`src/rtl/ZionDataType.sv`:
```
// Shared datapath types and default sizing for the execution-result path.
package ZionDataType;

  localparam int INPUTNUM_DEF = 7;
  localparam int BITWIDTH_DEF = 32;

  typedef logic [BITWIDTH_DEF-1:0] CpuType;

endpackage

```
`src/rtl/ex_res_rr_arb.sv`:
```
// Request arbiter for execution-result channels: fixed priority (lowest index)
// or round-robin from a rotating pointer. Produces one-hot grant plus binary index.
module ex_res_rr_arb
  import ZionDataType::*;
#(
  parameter int INPUTNUM = INPUTNUM_DEF,
  parameter int RRMODE   = 1
) (
  input  logic                        clk,
  input  logic                        rst_n,
  input  logic [INPUTNUM-1:0]         i_req,
  input  logic                        i_en,
  output logic [INPUTNUM-1:0]         o_gnt,
  output logic [$clog2(INPUTNUM)-1:0] o_idx,
  output logic                        o_any
);

  localparam int            IW    = $clog2(INPUTNUM);
  localparam logic [IW:0]   N_EXT = (IW+1)'(INPUTNUM);
  localparam logic [IW-1:0] LAST  = IW'(INPUTNUM - 1);

  logic [IW-1:0] r_ptr;
  logic [IW-1:0] w_base;
  logic [IW-1:0] w_idx;
  logic [IW-1:0] w_slot;
  logic [IW:0]   w_sum;
  logic          w_found;

  // Fixed priority is a round-robin search whose starting point never moves.
  assign w_base = (RRMODE != 0) ? r_ptr : '0;

  // Search downward in offset so the last hit kept is the nearest one to the base.
  always_comb begin
    w_found = 1'b0;
    w_idx   = '0;
    w_sum   = '0;
    w_slot  = '0;
    for (int k = INPUTNUM - 1; k >= 0; k--) begin
      w_sum   = {1'b0, w_base} + (IW+1)'(k);
      w_slot  = (w_sum >= N_EXT) ? IW'(w_sum - N_EXT) : w_sum[IW-1:0];
      w_found = w_found | i_req[w_slot];
      w_idx   = i_req[w_slot] ? w_slot : w_idx;
    end
  end

  assign o_any = w_found & i_en;
  assign o_idx = w_idx;

  // One-hot grant decode of the winning index.
  always_comb begin
    o_gnt = '0;
    for (int k = 0; k < INPUTNUM; k++) begin
      o_gnt[k] = o_any & (w_idx == IW'(k));
    end
  end

  // Pointer moves just past the winner on every grant and wraps at INPUTNUM-1.
  always_ff @(posedge clk or negedge rst_n) begin
    if (!rst_n) begin
      r_ptr <= '0;
    end else if (o_any) begin
      r_ptr <= (w_idx == LAST) ? '0 : (w_idx + IW'(1));
    end else begin
      r_ptr <= r_ptr;
    end
  end

endmodule

```
`src/rtl/ex_res_arbiter.sv`:
```
// Execution-result arbiter: selects one ready source per cycle into a single
// registered writeback slot and counts contended cycles.
module ex_res_arbiter
  import ZionDataType::*;
#(
  parameter int INPUTNUM = INPUTNUM_DEF,
  parameter int BITWIDTH = BITWIDTH_DEF,
  parameter int RRMODE   = 1,
  parameter int CNTW     = 16
) (
  input  logic                         clk,
  input  logic                         rst_n,
  input  logic [INPUTNUM-1:0]          iValid,
  input  logic [INPUTNUM*BITWIDTH-1:0] iRes,
  output logic [INPUTNUM-1:0]          oReady,
  output logic                         oValid,
  input  logic                         iReady,
  output logic [BITWIDTH-1:0]          oRes,
  output logic [$clog2(INPUTNUM)-1:0]  oSrc,
  output logic [CNTW-1:0]              oConflictCnt
);

  localparam int IW = $clog2(INPUTNUM);

  logic                w_load;
  logic                w_en;
  logic                w_any;
  logic                w_conflict;
  logic [INPUTNUM-1:0] w_gnt;
  logic [IW-1:0]       w_idx;
  logic [BITWIDTH-1:0] w_res;

  logic                r_valid;
  logic [BITWIDTH-1:0] r_res;
  logic [IW-1:0]       r_src;
  logic [CNTW-1:0]     r_cnt;

  // Slot can take a new result when empty or being drained this cycle;
  // no grants are offered while reset is held.
  assign w_load = ~r_valid | iReady;
  assign w_en   = w_load & rst_n;

  ex_res_rr_arb #(
    .INPUTNUM (INPUTNUM),
    .RRMODE   (RRMODE)
  ) u_arb (
    .clk   (clk),
    .rst_n (rst_n),
    .i_req (iValid),
    .i_en  (w_en),
    .o_gnt (w_gnt),
    .o_idx (w_idx),
    .o_any (w_any)
  );

  // AND-OR payload mux driven by the one-hot grant.
  always_comb begin
    w_res = '0;
    for (int k = 0; k < INPUTNUM; k++) begin
      w_res = w_res | ({BITWIDTH{w_gnt[k]}} & iRes[k*BITWIDTH +: BITWIDTH]);
    end
  end

  assign w_conflict = ($countones(iValid) > 1) | ((|iValid) & ~w_load);

  // Output slot: load on grant, empty on an idle load, otherwise hold.
  always_ff @(posedge clk or negedge rst_n) begin
    if (!rst_n) begin
      r_valid <= 1'b0;
      r_res   <= '0;
      r_src   <= '0;
    end else if (w_any) begin
      r_valid <= 1'b1;
      r_res   <= w_res;
      r_src   <= w_idx;
    end else if (w_load) begin
      r_valid <= 1'b0;
    end else begin
      r_valid <= r_valid;
    end
  end

  // Saturating contention counter.
  always_ff @(posedge clk or negedge rst_n) begin
    if (!rst_n) begin
      r_cnt <= '0;
    end else if (w_conflict && (r_cnt != {CNTW{1'b1}})) begin
      r_cnt <= r_cnt + CNTW'(1);
    end else begin
      r_cnt <= r_cnt;
    end
  end

  assign oReady       = w_gnt;
  assign oValid       = r_valid;
  assign oRes         = r_res;
  assign oSrc         = r_src;
  assign oConflictCnt = r_cnt;

endmodule
```
`config.mk`:
```
export PLATFORM = sky130hd
export DESIGN_NAME = ex_res_arbiter
export DESIGN_NICKNAME = d
export VERILOG_FILES = /design/src/rtl/ZionDataType.sv /design/src/rtl/ex_res_rr_arb.sv /design/src/rtl/ex_res_arbiter.sv
export SDC_FILE = /design/constraint.sdc
export NUM_CORES = 1
export LEC_CHECK = 0
export ABC_AREA = 1
export CAP_MARGIN = 20
export CORE_MARGIN = 1
export CORE_UTILIZATION = 42
export CTS_BUF_LIST = sky130_fd_sc_hd__clkbuf_8
export DETAILED_ROUTE_END_ITERATION = 8
export GPL_TIMING_DRIVEN = 0
export PLACE_DENSITY = 0.89
export SETUP_SLACK_MARGIN = 0.05
export SLEW_MARGIN = 20
export SYNTH_ARGS = -nofsm -noshare
export SYNTH_HDL_FRONTEND = slang
export SYNTH_SLANG_ARGS = --single-unit
```
`constraint.sdc`:
```
create_clock -name clk -period 4.6 [get_ports clk]
set_input_delay 0.69 -clock clk [delete_from_list [all_inputs] [get_ports clk]]
set_output_delay 0.69 -clock clk [all_outputs]
set_load 0.02 [all_outputs]
```
==> metrics.md, run 1 <==
| Metric | Value |
|---|---|
| Status | `finished clean` |
| Starting Density | `43.8%` |
| DRT Pass-1 Iters | `5` |
| DR WL/cell | `19.3 um` |
| Largest family of logic cells by synthesized area | `simple AND/OR/NAND/NOR gates` |
| Hold_ws | `0.258 ns` |
| Fin util | `71.2%` |
| Sequential share of the synthesized area | `23.4%` |
| Mapped Cells | `954` |
| RSZ-0062 raised after global routing | `true` |
| Core area | `0.0135 mm^2` |
| Seq cells post-synth | `55` |
| CP Depth | `22` |
| Leading area contributor after synthesis | `dfrtp_1` |
| CP top delay family | `buffers and inverters` |
| Synth warn | `0` |
| Slowest cell on crit path | `fa_2` |
| Ys flop type | `dfrtp_1` |
| CTS Root Buffer Type | `clkbuf_8` |
| Critical Path Fanout Max | `10` |
| Clk_lat worst skew | `0.35 ns` |
| Die Wd | `120 um` |
| Post-synth EDFFs | `0` |
| Synth Area in XOR/XNOR | `2.66%` |
| Critical path type | `reg -> out` |
| Final min period | `4.50 ns` |
| Register clock-pin slew on the reported worst setup and hold paths | `0.12 ns` |
| Crit-path cells | `buf_4 > clkinvlp_4 > ha_4 > fa_2 > inv_2 > nand2_1 > nand2_2 > inv_2 > o21ai_2 > o31ai_2 > nand3_1 > nand2_2 > a21oi_1 > nand2_1 > a21boi_4 > buf_6 > nor2_4 > ha_4 > buf_8 > inv_1 > nor2_1 > buf_4` |
| GPL Wtd Cong | `0.953` |
| Top cells by area, synth | `dfrtp_1 23%, nand2_1 13%, nand4_1 11%` |
| Total Wirelength | `28.1 mm` |
| Grt ovf | `0` |
| Synth Area per Inst | `6.17 um^2` |
| Max Clock Skew | `0.0142 ns` |
| Slew of the pin with the lowest slew margin | `0.661 ns` |
| Final hold viol count | `0` |
| Number of routed nets with antenna violations | `0` |
| Crit path buf inv count | `8` |
| Largest net degree at the start of global routing | `32` |
| Post-route clock period utilization | `97.8%` |
| CTS tree | `built` |
| Share of cells above drive strength 1 | `13.4%` |
| Synthesized area | `0.00589 mm^2` |
| Mux share of post-synthesis cell area | `0.191%` |
| CTS sink cnt | `55` |
| Maxcap violations | `0` |
| Synth cell types | `39` |
| Hold crit path type | `in -> async` |
| Die Span Y | `120 um` |
| Placed instance count | `1423` |
| First-pass GRT wire length | `42.3 mm` |
| Syn Nets | `1207` |
| CP Capture Type | `primary output` |
| Via/cell ratio | `5.63` |
| Die Area | `0.0145 mm^2` |
| PortBufs | `292` |
| Synth-to-Final Area Change | `62.6%` |
| Vias in the first global route | `7794` |
| Compound-gate portion of the synthesized area | `10.5%` |
| Fmax | `222 MHz` |
| Top-count cell post-synth | `nand2_1` |
| Req. time, crit path | `3.91 ns` |
| DRC Markers | `0` |
| Post-DP HPWL | `21.5 mm` |
| Slew Viols, Final | `0` |
| R2R cell count | `26` |
| Gr usage total | `38.0%` |
| I/O Pins | `293` |
| CP peak stage delay | `0.45 ns` |
| Clock buffer count from CTS | `5` |
| Max H-tree Level | `2` |
| DR vias | `8197` |
| Nets | `1532` |
| Initial antenna violation count | `0` |
| Relative slew slack | `55.9%` |
| Post-Synth Simple-Gate Area | `47.3%` |
| Ys async rst share | `100%` |
| Synth Area in Adders | `4.67%` |
| Cts hold-fix bufs | `0` |
| Worst Path Arrival | `3.81 ns` |
| Most instantiated cells after synthesis | `199 x nand2_1, 160 x nor2_1, 107 x nand3_1, 107 x nand4_1, 76 x a21oi_1` |
| # setup viols final | `0` |
| Buffer depth of the longest clock path | `2` |
| Diodes inserted | `0` |
| Finished Layout Cells | `1456` |
| Worst setup SP type | `flip-flop` |
| Initial DRC Count | `834` |
| Row count | `42` |
| Yosys top cell area share | `23.4%` |
[layout by cell type (no fill, tap or decap), types with 5 or more instances in the layout]
| cell | instances |
|---|---|
| a21oi_1 | 75 |
| buf_1 | 5 |
| buf_2 | 31 |
| buf_4 | 31 |
| buf_6 | 10 |
| clkbuf_1 | 6 |
| clkbuf_2 | 5 |
| clkbuf_8 | 6 |
| clkdlybuf4s50_1 | 281 |
| dfrtp_1 | 53 |
| ha_1 | 9 |
| inv_1 | 70 |
| inv_2 | 17 |
| nand2_1 | 187 |
| nand2_2 | 21 |
| nand3_1 | 106 |
| nand4_1 | 107 |
| nor2_1 | 156 |
| o211ai_1 | 7 |
| o21ai_0 | 8 |
| o21ai_1 | 6 |
| o21ai_2 | 5 |
| xor2_1 | 12 |
[per-layer routing]
layer | up-vias | global-route usage [%] | wire (um)
met5 | - | 0 | 0
met4 | 0 | 15.9 | 1130
met3 | 86 | 9.15 | 3190
met2 | 550 | 61.6 | 12900
met1 | 3708 | 48.2 | 10900
li1 | 3853 | - | -
[logic make-up (layout without fill, tap and decap cells)]
kind of cell	count (synthesis)	after routing
flops	55	55
simple gates	601	601
buf+inv	150	476
mux	1	1
fa+ha+maj	19	19
compound gates	111	111
xor+xnor	17	17
[stage by stage]
step                instance area, um^2  setup TNS, ns  setup WS, ns
finish                             9580              0         0.101
global route                       9580        -0.0680       -0.0680
CTS                                9320        -0.0518       -0.0518
detailed placement                 9050          -4.99         -1.03
global placement                   9030         -13.45         -1.16
floorplan                          5890              0         0.164
[flip-flops by register name (all words and copies together), names as in the netlist]
name,flops
u_arb.r_ptr,3
oRes,32
oSrc,3
oConflictCnt,16
oValid,1
[layout make-up]
type	instances	area (um^2)
Clock inverter	2	35.0
Fill cell	1150	3880
Buffer	59	385
Clock buffer	6	82.6
Timing Repair Buffer	319	3110
Inverter	90	348
Multi-Input combinational cell	749	4020
Tap cell	176	220
Sequential cell	55	1380
[path summary, 6_finish.rpt]
path | endpoint | start | slack, ns
hold / removal | oRes[26]$_DFFE_PN0N_ | rst_n | 0.26
min in group clk | oSrc[1]$_DFFE_PN0N_ | oSrc[1]$_DFFE_PN0N_ | 0.52
setup reg to reg | oRes[11]$_DFFE_PN0N_ | u_arb.r_ptr[1]$_DFFE_PN0N_ | 0.42
setup / recovery | oReady[3] | u_arb.r_ptr[1]$_DFFE_PN0N_ | 0.10
max in group asynchronous | oConflictCnt[7]$_DFFE_PN0P_ | rst_n | 3.83
hold reg to reg | oSrc[1]$_DFFE_PN0N_ | oSrc[1]$_DFFE_PN0N_ | 0.52
[timing repair]
action	in CTS	in global routing
endpoints found under the setup margin	39	9
buffers inserted	9	17
resized for setup	40	53
pin swaps	2	13
Power of run 1 is left out: the tool's default activity adds up to more than one toggle a clock period on the data nets, which glitch-free logic cannot reach.
==> run 2: changes to the inputs <==
PLACE_DENSITY = 0.86   (was 0.89)
==> metrics.md, run 2 (synthesis results as in run 1) <==
| Metric | Value |
|---|---|
| CP Capture Type | `primary output` |
| Placed cell areas | `0.00906 mm^2 (about the same)` |
| Register clock-pin slew on the reported worst setup and hold paths | `0.11 ns (about the same)` |
| Grt ovf | `0 (unchanged)` |
| CP peak stage delay | `0.44 ns (about the same)` |
| Critical path type | `reg -> out` |
| Number of routed nets with antenna violations | `0 (unchanged)` |
| Clock buffer count from CTS | `5 (unchanged)` |
| Synth-to-Final Area Change | `61.7%` |
| DRC Markers | `0 (unchanged)` |
| Post-route clock period utilization | `96.6% (-1.2 points)` |
| Fmax | `225 MHz (+1.3%)` |
| PortBufs | `292 (unchanged)` |
| Nets | `1524 (-0.52%)` |
| CTS sink cnt | `55 (unchanged)` |
| GPL Wtd Cong | `1.03 (+7.8%)` |
| Max H-tree Level | `2 (unchanged)` |
| Initial antenna violation count | `0 (unchanged)` |
| Maxcap violations | `0 (unchanged)` |
| Largest register FFs | `32 (unchanged)` |
| Critical Path Fanout Max | `10 (unchanged)` |
| Share of cells above drive strength 1 | `12.7% (-0.62 points)` |
| Initial DRC Count | `802 (-3.8%)` |
| DRT Pass-1 Iters | `8 (+3)` |
| Status | `finished clean` |
| Most common cell after layout, fill and taps aside | `clkdlybuf4s50_1` |
| Buffer depth of the longest clock path | `2 (unchanged)` |
| Crit-path cells | `clkinvlp_4 > ha_4 > fa_2 > o21ai_2 > o21ai_0 > a21oi_1 > o21bai_2 > nand2_2 > a21oi_1 > nand2_1 > nand2_1 > nand2_2 > nand2_4 > buf_12 > buf_6 > nor2_4 > ha_4 > buf_8 > inv_1 > nor2_1 > buf_4` |
| Die Span Y | `120 um (unchanged)` |
| Post-DP HPWL | `21.2 mm (-1.6%)` |
| Slew Viols, Final | `0 (unchanged)` |
| Design area | `0.00953 mm^2 (-0.51%)` |
| Final min period | `4.44 ns (-0.0563 ns)` |
| First-pass GRT wire length | `41.0 mm (-3.2%)` |
| I/O Pins | `293 (unchanged)` |
| Total Wirelength | `27.4 mm (-2.7%)` |
| Hold crit path type | `in -> async` |
| Gr usage total | `37.0% (-1.0 points)` |
| Vias in the first global route | `7625 (-2.2%)` |
| Worst Path Arrival | `3.75 ns (-0.06 ns)` |
| Starting Density | `43.8% (unchanged)` |
| Req. time, crit path | `3.91 ns (about the same)` |
| # fillers | `1155 (+0.43%)` |
| RSZ-0062 raised after global routing | `true` |
| Worst setup SP type | `flip-flop` |
| DR vias | `8089 (-1.3%)` |
| Most frequent cells in the layout | `281 x clkdlybuf4s50_1, 185 x nand2_1, 157 x nor2_1, 107 x nand4_1, 105 x nand3_1` |
| CTS Root Buffer Type | `clkbuf_8` |
| Via/cell ratio | `5.59 (-0.77%)` |
| Die Wd | `120 um (unchanged)` |
| Max Clock Skew | `0.00883 ns (-0.00535 ns)` |
| Largest net degree at the start of global routing | `46 (+44%)` |
| Slew of the pin with the lowest slew margin | `0.689 ns (+0.0285 ns)` |
| Relative slew slack | `54.0% (-1.9 points)` |
| # setup viols final | `0 (unchanged)` |
| Core area | `0.0135 mm^2 (unchanged)` |
| Diodes inserted | `0 (unchanged)` |
| Die Area | `0.0145 mm^2 (unchanged)` |
| Final hold viol count | `0 (unchanged)` |
| DR WL/cell | `18.9 um (-2.1%)` |
| Clk_lat worst skew | `0.34 ns (about the same)` |
| Cts hold-fix bufs | `0 (unchanged)` |
| CTS tree | `built` |
| Slowest cell on crit path | `dfrtp_2` |
| Row count | `42 (unchanged)` |
run 2: changes by cell type in the layout (fill, tap and decap cells not counted), moves of 2 or more:
cell,previous run,this run
inv_6,0,2
nor3_4,0,2
dlygate4sd2_1,2,4
buf_4,31,23
nand2_1,187,185
nand2_4,3,5
nor3_2,2,0
run 2: area by class of cell:
class / count / area (um^2) / area share (%)
plain buffers: 59 / 382 / 4.01
clock buffers: 5 / 68.8 / 0.722
clock inverters: 3 / 26.3 / 0.276
inverters: 90 / 348 / 3.65
multi-input cells: 749 / 4050 / 42.5
flip-flops and latches: 55 / 1380 / 14.5
well taps: 176 / 220 / 2.31
repair buffers: 311 / 3060 / 32.1
run 2: what timing repair did:
action / in CTS / in global routing
setup buffers: 8 / 9
endpoints found under the setup margin: 39 / 27
pin swaps: 1 / 12
cloned: 0 / 1
gates resized for setup: 36 / 55
run 2: final timing paths:
path | to | depth (start not counted) | from | slack [ns]
min in group clk | oConflictCnt[15]$_DFFE_PN0P_ | 1 | oConflictCnt[15]$_DFFE_PN0P_ | 0.52
worst min register to register | oConflictCnt[15]$_DFFE_PN0P_ | 1 | oConflictCnt[15]$_DFFE_PN0P_ | 0.52
worst max register to register | oRes[23]$_DFFE_PN0N_ | 23 | u_arb.r_ptr[1]$_DFFE_PN0N_ | 0.55
worst max-delay path | oReady[3] | 21 | u_arb.r_ptr[1]$_DFFE_PN0N_ | 0.16
worst min-delay path | oConflictCnt[6]$_DFFE_PN0P_ | 1 | rst_n | 0.18
max in group asynchronous | u_arb.r_ptr[1]$_DFFE_PN0N_ | 2 | rst_n | 3.89
run 2: layer usage:
metal / vias to the layer above / share of wire [%] / GRT usage, %
met3: 103 / 11 / 9.48
met1: 3649 / 38 / 44.8
met4: 0 / 4.6 / 16.7
li1: 3838 / - / -
met5: - / 0 / 0
met2: 499 / 47 / 61.4
run 2: stage by stage:
| step | setup TNS, ns | hold slack (ns) | util, % | setup WS [ns] | instances |
|---|---|---|---|---|---|
| after global placement | -13.54 | 0.488 | 67.2 | -1.13 | 1422 |
| after global routing | -0.0341 | 0.167 | 70.8 | -0.0341 | 1448 |
| after detailed placement | -7.57 | 0.501 | 67.3 | -1.16 | 1423 |
| after floorplan | 0 | 0.394 | - | 0.164 | 954 |
| after CTS | -0.0495 | 0.175 | 69.0 | -0.0495 | 1438 |
| final | 0 | 0.181 | 70.8 | 0.158 | 1448 |
run 2: critical path, delay by kind of cell, from the launching register on:
| family | cells | cell delay, ns |
|---|---|---|
| buf+inv | 6 | 0.79 |
| compound gates | 5 | 0.80 |
| simple gates | 7 | 0.62 |
| fa+ha+maj | 3 | 0.75 |
| flops | 1 | 0.44 |
Power of run 2 is left out for the same reason.
==> run 3: changes to the inputs <==
HOLD_SLACK_MARGIN = 0.12   (was default)
==> results of run 3 <==
No change in the layout: final DEF, timing and power equal those of run 2.
Power of run 3 is left out for the same reason.
==> RTL edit, RTL diff (config.mk and constraints of run 3) <==
Change the parameter `CNTW` from 16 to 15.
--- a/src/rtl/ex_res_arbiter.sv
+++ b/src/rtl/ex_res_arbiter.sv
@@ -6,7 +6,7 @@
   parameter int INPUTNUM = INPUTNUM_DEF,
   parameter int BITWIDTH = BITWIDTH_DEF,
   parameter int RRMODE   = 1,
-  parameter int CNTW     = 16
+  parameter int CNTW     = 15
 ) (
   input  logic                         clk,
   input  logic                         rst_n,
Ports: changed (resized oConflictCnt); port bits go from 293 to 292. The function was not compared with the original's and may differ.
==> RTL edit against run 3 <==
- sequential share of layout area increased by 0.085 points
- critical path depth up 3
- cell area fell by 2.4%
- sequential cell count decreased by 1
- first-iteration DRC count shrank 15%
- global-route usage is 0.79 points lower
- routed wire length decreased by 2.3%
- area after synthesis shrank 0.23%
- setup slack better by 67 ps
- critical path type unchanged
- highest routed layer unchanged
Power is left out: the tool's default activity adds up to more than one toggle a clock period on the data nets, which glitch-free logic cannot reach.
==> RTL edit: results (changes against run 3) <==
status finished, final reports clean; Distinct cells, synth 42 (+7.7%); number of flip-flops in the largest register 32 (unchanged); layout cells sized above 1 0.120 (-0.00755); final net count 1,504 (-1.3%); WL final 26,800 um (-2.3%); Clock Latency Late Sink 340 ps (about the same); Via density 5.67 (+1.5%); crit path max fanout 11 (+1); Clock Path Buffers 2 (unchanged); Avg Cell Area, Syn 6.23 um2 (+0.82%); Hold WC Path Type in2async; CTS root buffer clkbuf_8; Fillers 1,221 (+5.7%); worst setup path startpoint u_arb.r_ptr[1]; Commonest cells post-synth nand2_1, nor2_1, nand3_1, nand4_1, inv_1; CP Capture Point oReady[3]; total global-route track usage 0.362 (-0.00785); Detailed Place HPWL 21,200 um (about the same); first-pass GRT wire length 39,700 um (-3.0%); vias in the first global route 7,336 (-3.8%); Post-DP Area 9030 um2 (-0.35%); post-synthesis sequential area ratio 0.230 (-0.00371); CTS Buf Count 5 (unchanged); total number of vias 8,105 (+0.20%); initial antenna violation count 1 (+1); largest net degree at the start of global routing 32 (-30%); clk_skew 8.96 ps (+0.124 ps); H-tree levels 2 (unchanged); FF-to-FF setup slack 650 ps (+100 ps); drt first pass iters 7 (-1); Reg2Reg Depth 27 (+17%); reg2reg end oRes[25]; placed cell count 1,412 (-0.77%); Least-Margin Pin Slew 750 ps (+60.9 ps); Worst-path clk slew 120 ps; GPL Wtd Cong 1.02 (-0.36%); top post-synthesis cells by area dfrtp_1, nand2_1, nand3_1, nor2_1, nand4_1; crit path DAT 3690 ps (-60 ps); net count after synthesis 1,197 (-0.83%); synth warn 0 (unchanged); fraction of registers with async set/reset 1.00 (unchanged); number of port buffers 291 (-0.34%); DR iter-0 viols 682 (-15%); Primary FF master, synth dfrtp_1
==> RTL edit: cell types whose count changed after synthesis, moves of 7 or more <==
cell,delta
nand2_2,+7
nand3_1,+9
nand4_1,-21
buf_2,-8
a21oi_1,-7
nand2_1,+11
nor2_1,-13
==> RTL edit: final cells by class <==
class | count | area share
inverters | 91 | 0.0377
well taps | 176 | 0.0237
clock inverters | 3 | 0.00309
clock buffers | 5 | 0.00740
repair buffers | 303 | 0.322
plain buffers | 50 | 0.0357
diodes | 1 | 0.000269
flip-flops and latches | 54 | 0.146
multi-input cells | 746 | 0.425
==> RTL edit: logic make-up (layout without fill, tap and decap cells) <==
group / count (synthesis) / after routing / synth area share
buffers and inverters: 144 / 452 / 0.115
and+or+nand+nor: 601 / 601 / 0.473
adders and majority gates: 19 / 19 / 0.0468
AOI/OAI and AO/OA: 112 / 112 / 0.115
xor gates and xnor gates: 13 / 13 / 0.0194
DFF: 54 / 54 / 0.230
other: 0 / 1 / 0
muxes: 1 / 1 / 0.00192
==> RTL edit: worst max-delay path, stage by stage (launching register included) <==
cell	delay, ps
dfrtp_2	440
ha_2	220
inv_1	80
ha_4	320
inv_2	60
nand2_4	80
nand3_2	100
nand2_1	100
nand2_1	100
nand3b_1	190
nand3_2	110
nand2_2	80
nand2_1	60
nand3_1	70
nand2_1	60
nand2_1	40
nand2_1	70
nand2_2	90
a21oi_4	350
nor2_4	60
ha_4	200
clkbuf_8	170
inv_1	60
nor2_1	40
buf_4	170
==> RTL edit: what timing repair did <==
action	4_1_cts	5_1_grt
endpoints found under the setup margin	36	8
buffers inserted	8	3
pin swaps	2	1
resized for setup	21	33
hold endpoints to repair	0	0
==> RTL edit: worst min-delay path by stage <==
stage | from | to | slack (ps) | cells after the start
finish | rst_n | oConflictCnt[4] | 240 | 1
CTS | rst_n | oConflictCnt[1] | 250 | 1
detailed placement | oSrc[1] | oSrc[1] | 490 | 2
global route | rst_n | oConflictCnt[8] | 260 | 1
global placement | oSrc[1] | oSrc[1] | 470 | 2
floorplan | rst_n | oConflictCnt[0] | 390 | 0
==> RTL edit: layer usage <==
| metal | global-route usage | part of all wire | vias up |
|---|---|---|---|
| met5 | 0 | 0 | - |
| met2 | 0.578 | 0.46 | 570 |
| met3 | 0.0594 | 0.11 | 88 |
| met1 | 0.479 | 0.38 | 3684 |
| li1 | - | - | 3763 |
| met4 | 0.164 | 0.045 | 0 |
==> RTL edit: metrics by stage <==
stage	TNS [ps]	setup slack [ps]	util
2_1_floorplan	0	333	-
3_3_place_gp	-10870	-1100	0.670
3_5_place_dp	-3090	-960	0.671
4_1_cts	-207	-119	0.685
5_1_grt	0	53.4	0.691
6_report	0	225	0.691
